**config.mk**
```make
export PLATFORM = sky130hd
export DESIGN_NAME = column_ram_wr_ctrl
export DESIGN_NICKNAME = d
export VERILOG_FILES = /design/src/rtl/column_ram_wr_ctrl.sv
export SDC_FILE = /design/constraint.sdc
export NUM_CORES = 1
export LEC_CHECK = 0
export ABC_CLOCK_PERIOD_IN_PS = 2100
export BUFFER_PORTS_ARGS = -buffer_cell sky130_fd_sc_hd__buf_2
export CORE_AREA = 4 4 272 274
export CTS_CLUSTER_DIAMETER = 80
export DETAILED_ROUTE_END_ITERATION = 7
export DIE_AREA = 0 0 276 278
export RECOVER_POWER = 100
export SYNTH_ARGS = -nofsm -noshare
export SYNTH_HDL_FRONTEND = slang
export SYNTH_SLANG_ARGS = --single-unit
```
**constraint.sdc**
```tcl
create_clock -name sys_clk -period 2.1 [get_ports sys_clk]
set_input_delay 0.21 -clock sys_clk [delete_from_list [all_inputs] [get_ports sys_clk]]
set_output_delay 0.21 -clock sys_clk [all_outputs]
set_load 0.02 [all_outputs]
```
**src/rtl/column_ram_wr_ctrl.sv**
```systemverilog
// column_ram_wr_ctrl: write-side sequencer for the 85-lane column RAM.
// Accepts one flattened message word per valid/ready handshake and writes one
// layer of LAYER_ROWS words to consecutive (wrapping) addresses from base_addr.
// Optional feature macro: COL_RAM_WR_NZ_FLAG_EN adds the sticky layer_nz output.
module column_ram_wr_ctrl #(
  parameter int QUAN_SIZE         = 4,
  parameter int CHECK_PARALLELISM = 85,
  parameter int LAYER_ROWS        = 9,
  parameter int DEPTH             = 1024,
  parameter int ADDR              = $clog2(DEPTH)
) (
  input  logic                                   sys_clk,
  input  logic                                   rst,
  input  logic                                   layer_start,
  input  logic [ADDR-1:0]                        base_addr,
  input  logic [CHECK_PARALLELISM*QUAN_SIZE-1:0] msg_in,
  input  logic                                   msg_valid,
  output logic                                   msg_ready,
  output logic [CHECK_PARALLELISM*QUAN_SIZE-1:0] din_bus,
  output logic [ADDR-1:0]                        sync_addr,
  output logic                                   we,
  output logic                                   busy,
`ifdef COL_RAM_WR_NZ_FLAG_EN
  output logic                                   layer_nz,
`endif
  output logic                                   layer_done
);

  localparam int WORD_W = CHECK_PARALLELISM * QUAN_SIZE;
  localparam int ROW_W  = (LAYER_ROWS > 1) ? $clog2(LAYER_ROWS) : 1;
  localparam logic [ROW_W-1:0] LAST_ROW = ROW_W'(LAYER_ROWS - 1);

  typedef enum logic [1:0] {
    ST_IDLE  = 2'd0,
    ST_WRITE = 2'd1,
    ST_DONE  = 2'd2
  } state_t;

  state_t              state_q, state_d;
  logic [ADDR-1:0]     addr_cnt_q, addr_cnt_d;
  logic [ROW_W-1:0]    row_cnt_q, row_cnt_d;
  logic [WORD_W-1:0]   din_q, din_d;
  logic [ADDR-1:0]     sync_addr_q, sync_addr_d;
  logic                we_q, we_d;
  logic                msg_ready_q, msg_ready_d;
  logic                accept;

`ifdef COL_RAM_WR_NZ_FLAG_EN
  logic                         nz_q, nz_d;
  logic [CHECK_PARALLELISM-1:0] lane_nz;
  logic                         word_nz;

  // Per-lane nonzero detect, OR-reduced into one flag for the whole word.
  for (genvar gi = 0; gi < CHECK_PARALLELISM; gi++) begin : g_lane_nz
    assign lane_nz[gi] = |msg_in[gi*QUAN_SIZE +: QUAN_SIZE];
  end
  assign word_nz  = |lane_nz;
  assign layer_nz = nz_q;
`endif

  // msg_ready_q is only high in WRITE, so this is a registered handshake.
  assign accept = msg_valid & msg_ready_q;

  // Next-state and datapath: capture on arm, stage each accepted word for one cycle.
  always_comb begin
    state_d     = state_q;
    addr_cnt_d  = addr_cnt_q;
    row_cnt_d   = row_cnt_q;
    din_d       = din_q;
    sync_addr_d = sync_addr_q;
    we_d        = 1'b0;
`ifdef COL_RAM_WR_NZ_FLAG_EN
    nz_d        = nz_q;
`endif
    case (state_q)
      ST_IDLE: begin
        if (layer_start) begin
          addr_cnt_d = base_addr;
          row_cnt_d  = '0;
          state_d    = ST_WRITE;
`ifdef COL_RAM_WR_NZ_FLAG_EN
          nz_d       = 1'b0;
`endif
        end
      end
      ST_WRITE: begin
        if (accept) begin
          we_d        = 1'b1;
          din_d       = msg_in;
          sync_addr_d = addr_cnt_q;
          addr_cnt_d  = addr_cnt_q + ADDR'(1);
          row_cnt_d   = row_cnt_q + ROW_W'(1);
`ifdef COL_RAM_WR_NZ_FLAG_EN
          nz_d        = nz_q | word_nz;
`endif
          if (row_cnt_q == LAST_ROW) begin
            state_d = ST_DONE;
          end
        end
      end
      ST_DONE: begin
        // The last word is being written this cycle; a new arm waits for IDLE.
        state_d = ST_IDLE;
      end
      default: begin
        state_d = ST_IDLE;
      end
    endcase
    msg_ready_d = (state_d == ST_WRITE);
  end

  // State and datapath registers with synchronous reset.
  always_ff @(posedge sys_clk) begin
    if (rst) begin
      state_q     <= ST_IDLE;
      addr_cnt_q  <= '0;
      row_cnt_q   <= '0;
      din_q       <= '0;
      sync_addr_q <= '0;
      we_q        <= 1'b0;
      msg_ready_q <= 1'b0;
`ifdef COL_RAM_WR_NZ_FLAG_EN
      nz_q        <= 1'b0;
`endif
    end else begin
      state_q     <= state_d;
      addr_cnt_q  <= addr_cnt_d;
      row_cnt_q   <= row_cnt_d;
      din_q       <= din_d;
      sync_addr_q <= sync_addr_d;
      we_q        <= we_d;
      msg_ready_q <= msg_ready_d;
`ifdef COL_RAM_WR_NZ_FLAG_EN
      nz_q        <= nz_d;
`endif
    end
  end

  assign msg_ready  = msg_ready_q;
  assign din_bus    = din_q;
  assign sync_addr  = sync_addr_q;
  assign we         = we_q;
  assign busy       = (state_q != ST_IDLE);
  assign layer_done = (state_q == ST_DONE);

endmodule

```
==> out/qor.csv <==
metric,value,unit
status,"complete, no violations",
antenna_found_initial,3,
fmax,518.0,MHz
syn_nets,1992,
synth_cell_types,43,
port_buffers,707,
worst_pin_slew,0.6526,ns
first_iter_violations,774,
grt_pass1_vias,15030,
synth_warnings,0,
slew_viol_final,0,
die-area,76730,um^2
syn_area,12900,um^2
setup_tns,0,ns
grtUsageTotal,13.46,%
grt_pass1_wl,84.75,mm
via_per_inst,4.142,
design_area,22060,um^2
ir_worst_vdd,570.5,uV
cp_cell_sequence,and4b_1 -> buf_12 -> clkbuf_4 -> nand2_1 -> a21oi_1,
drc_errors,0,
grt_max_degree,77,
drive_gt1_share,17.80,%
startpoint_type,register,
clk_latency,0.54,ns
post-place-ws,0.4060,ns
async_flop_share,0,%
fin_nets,3010,
crit_family,buffers and inverters,
finalCritPeriodShare,91.92,%
post_drt_wl_per_cell,15.12,um
drt_first_pass_iters,7,
postLayoutSetupSlackWorst,0.1696,ns
synth_area_leaders,"dfxtp_1 (57%), nand2_1 (21%), a21oi_1 (14%), clkbuf_1 (2.1%), buf_4 (1.2%)",
numCtsBuffers,41,
yosys.area.top_type_share,57.09,%
ant_nets,0,
root_buffer,clkbuf_16,
core_area,71360,um^2
crit_fanout,39,
grt-ovfl-total,0,
power.density,765.6,nW/um^2
cp-end-kind,register,
fillers,7620,
cts_tree,done,
insertedDiodeCount,0,
relSlewSlack,56.49,%
vias,15060,
leakage,0.008242,uW
crit_slowest_cell,and4b_1,
rsz0062_at_grt,false,
worst-path-buf-inv,2,
power,16890,uW
initial_core_util,18.08,%
placed_area,17690,um^2
seq_area_frac_synth,57.09,%
finalHoldViolations,0,
gp_congestion,0.9379,
drv_cap,0,
path_class,register to register,
die_h,278,um
ys_seq_elements,368,
syn_to_final_growth,70.95,%
dieWidth,276,um
cp_data_arrival_time,2.39,ns
whs,0.03108,ns
dpl.hpwl,37.67,mm
fin_crit,1.930,ns
syn_area_per_cell,7.892,um^2
pin_count,708,
synth_top_cells_by_count,"nand2_1 (708), dfxtp_1 (368), a21oi_1 (360), clkbuf_1 (71), buf_2 (26)",
wl,54.97,mm
cts.htree.levels,2,
cts_buffer_depth,3,
crit_required,2.56,ns
finalSetupViolCount,0,
synth_edf_count,0,
critical-path-max-stage-delay,0.46,ns
cts.sinks,368,
synth.most_common_cell,nand2_1,
path_clk_slew,0.06,ns
syn_inst,1635,
holdCritPathClass,input port to register,
cts_setup_buffers,0,
std_cell_rows,98,
synth_area_leader_cell,dfxtp_1,
clock_skew,0.01071,ns
ys.flop_type,dfxtp_1,
## sequential cells by signal, indices dropped and copies added (netlist names)
name,count
din_bus,340
addr_cnt_q,10
state_q,2
sync_addr,10
we,1
msg_ready,1
row_cnt_q,4
## where the power goes
group / internal (uW) / switching [uW]
combinational: 895 / 913
sequential: 7140 / 96.3
clock: 4880 / 2960
total: 12900 / 3970
## cell type report
cell class	instances	area, um^2	share of cell area (%)
clock buffer	62	1297	5.882
clock inverter	14	205.2	0.9302
inverter	2	7.507	0.03403
multi-input combinational	1139	4947	22.43
tap	950	1189	5.389
sequential	368	7367	33.40
timing repair buffer	1101	7046	31.94
## per-layer routing
metal	up-vias	wire length, um	GRT usage [%]
li1	7337	-	-
met1	6873	21630	15.53
met2	703	26150	22.99
met3	143	4315	3.892
met4	4	2844	6.473
met5	-	27	0
## worst paths after layout
check               startpoint      endpoint  slack [ns]  cells past startpoint
setup / recovery    state_q[1]  din_bus[180]        0.17                      5
setup reg to reg    state_q[1]  din_bus[180]        0.17                      5
hold / removal       msg_in[2]    din_bus[2]        0.03                      3
hold reg to reg   din_bus[318]  din_bus[318]        0.45                      2
## worst min-delay path, stage by stage
cell and delay [ns]:
buf_2 0.11, nand2_1 0.13, a21oi_1 0.08
## cell usage in the layout, fill, tap and decap left out, types with 2 or more instances in the layout
master         instances
clkbuf_4               2
o22ai_1                2
a2111oi_0              2
a2bb2oi_1              2
or2_2                  3
clkbuf_8              15
clkinv_2               6
bufinv_16              5
o21ai_0                5
clkbuf_1             365
buf_12                13
buf_6                  2
a211oi_1               2
nand2_1              708
o31a_1                 2
and3_1                 3
buf_2                353
dlygate4sd3_1        339
inv_1                  2
nand2b_1               4
clkbuf_2               3
nor2_1                10
dfxtp_1              368
clkbuf_16             43
nand3_1                6
a21oi_1              360
ha_1                   3
o32ai_1                3
buf_4                 27
nor3_1                 3
nor3b_1                3
## what timing repair did
| action | 4_1_cts | 5_1_grt |
|---|---|---|
| gates resized for setup | 0 | 1 |
| endpoints found under the hold margin | 339 | 0 |
| hold buffers | 339 | 0 |
| endpoints found under the setup margin | 0 | 1 |
## per-stage QoR
stage | cells | util (%)
detailed placement | 3221 | 24.79
global route | 3636 | 30.91
CTS | 3636 | 31.65
finish | 3636 | 30.91
global placement | 3221 | 24.79
floorplan | 1635 | -
## cells by family after synthesis
family / Yosys count / synth area share (%)
mux: 1 / 0.07758
flops: 368 / 57.09
compound gates: 382 / 15.24
xor+xnor: 1 / 0.06789
fa+ha+maj: 3 / 0.2909
simple gates: 752 / 22.66
buf+inv: 128 / 4.567
No activity file was read; power rests on OpenSTA's default activity.
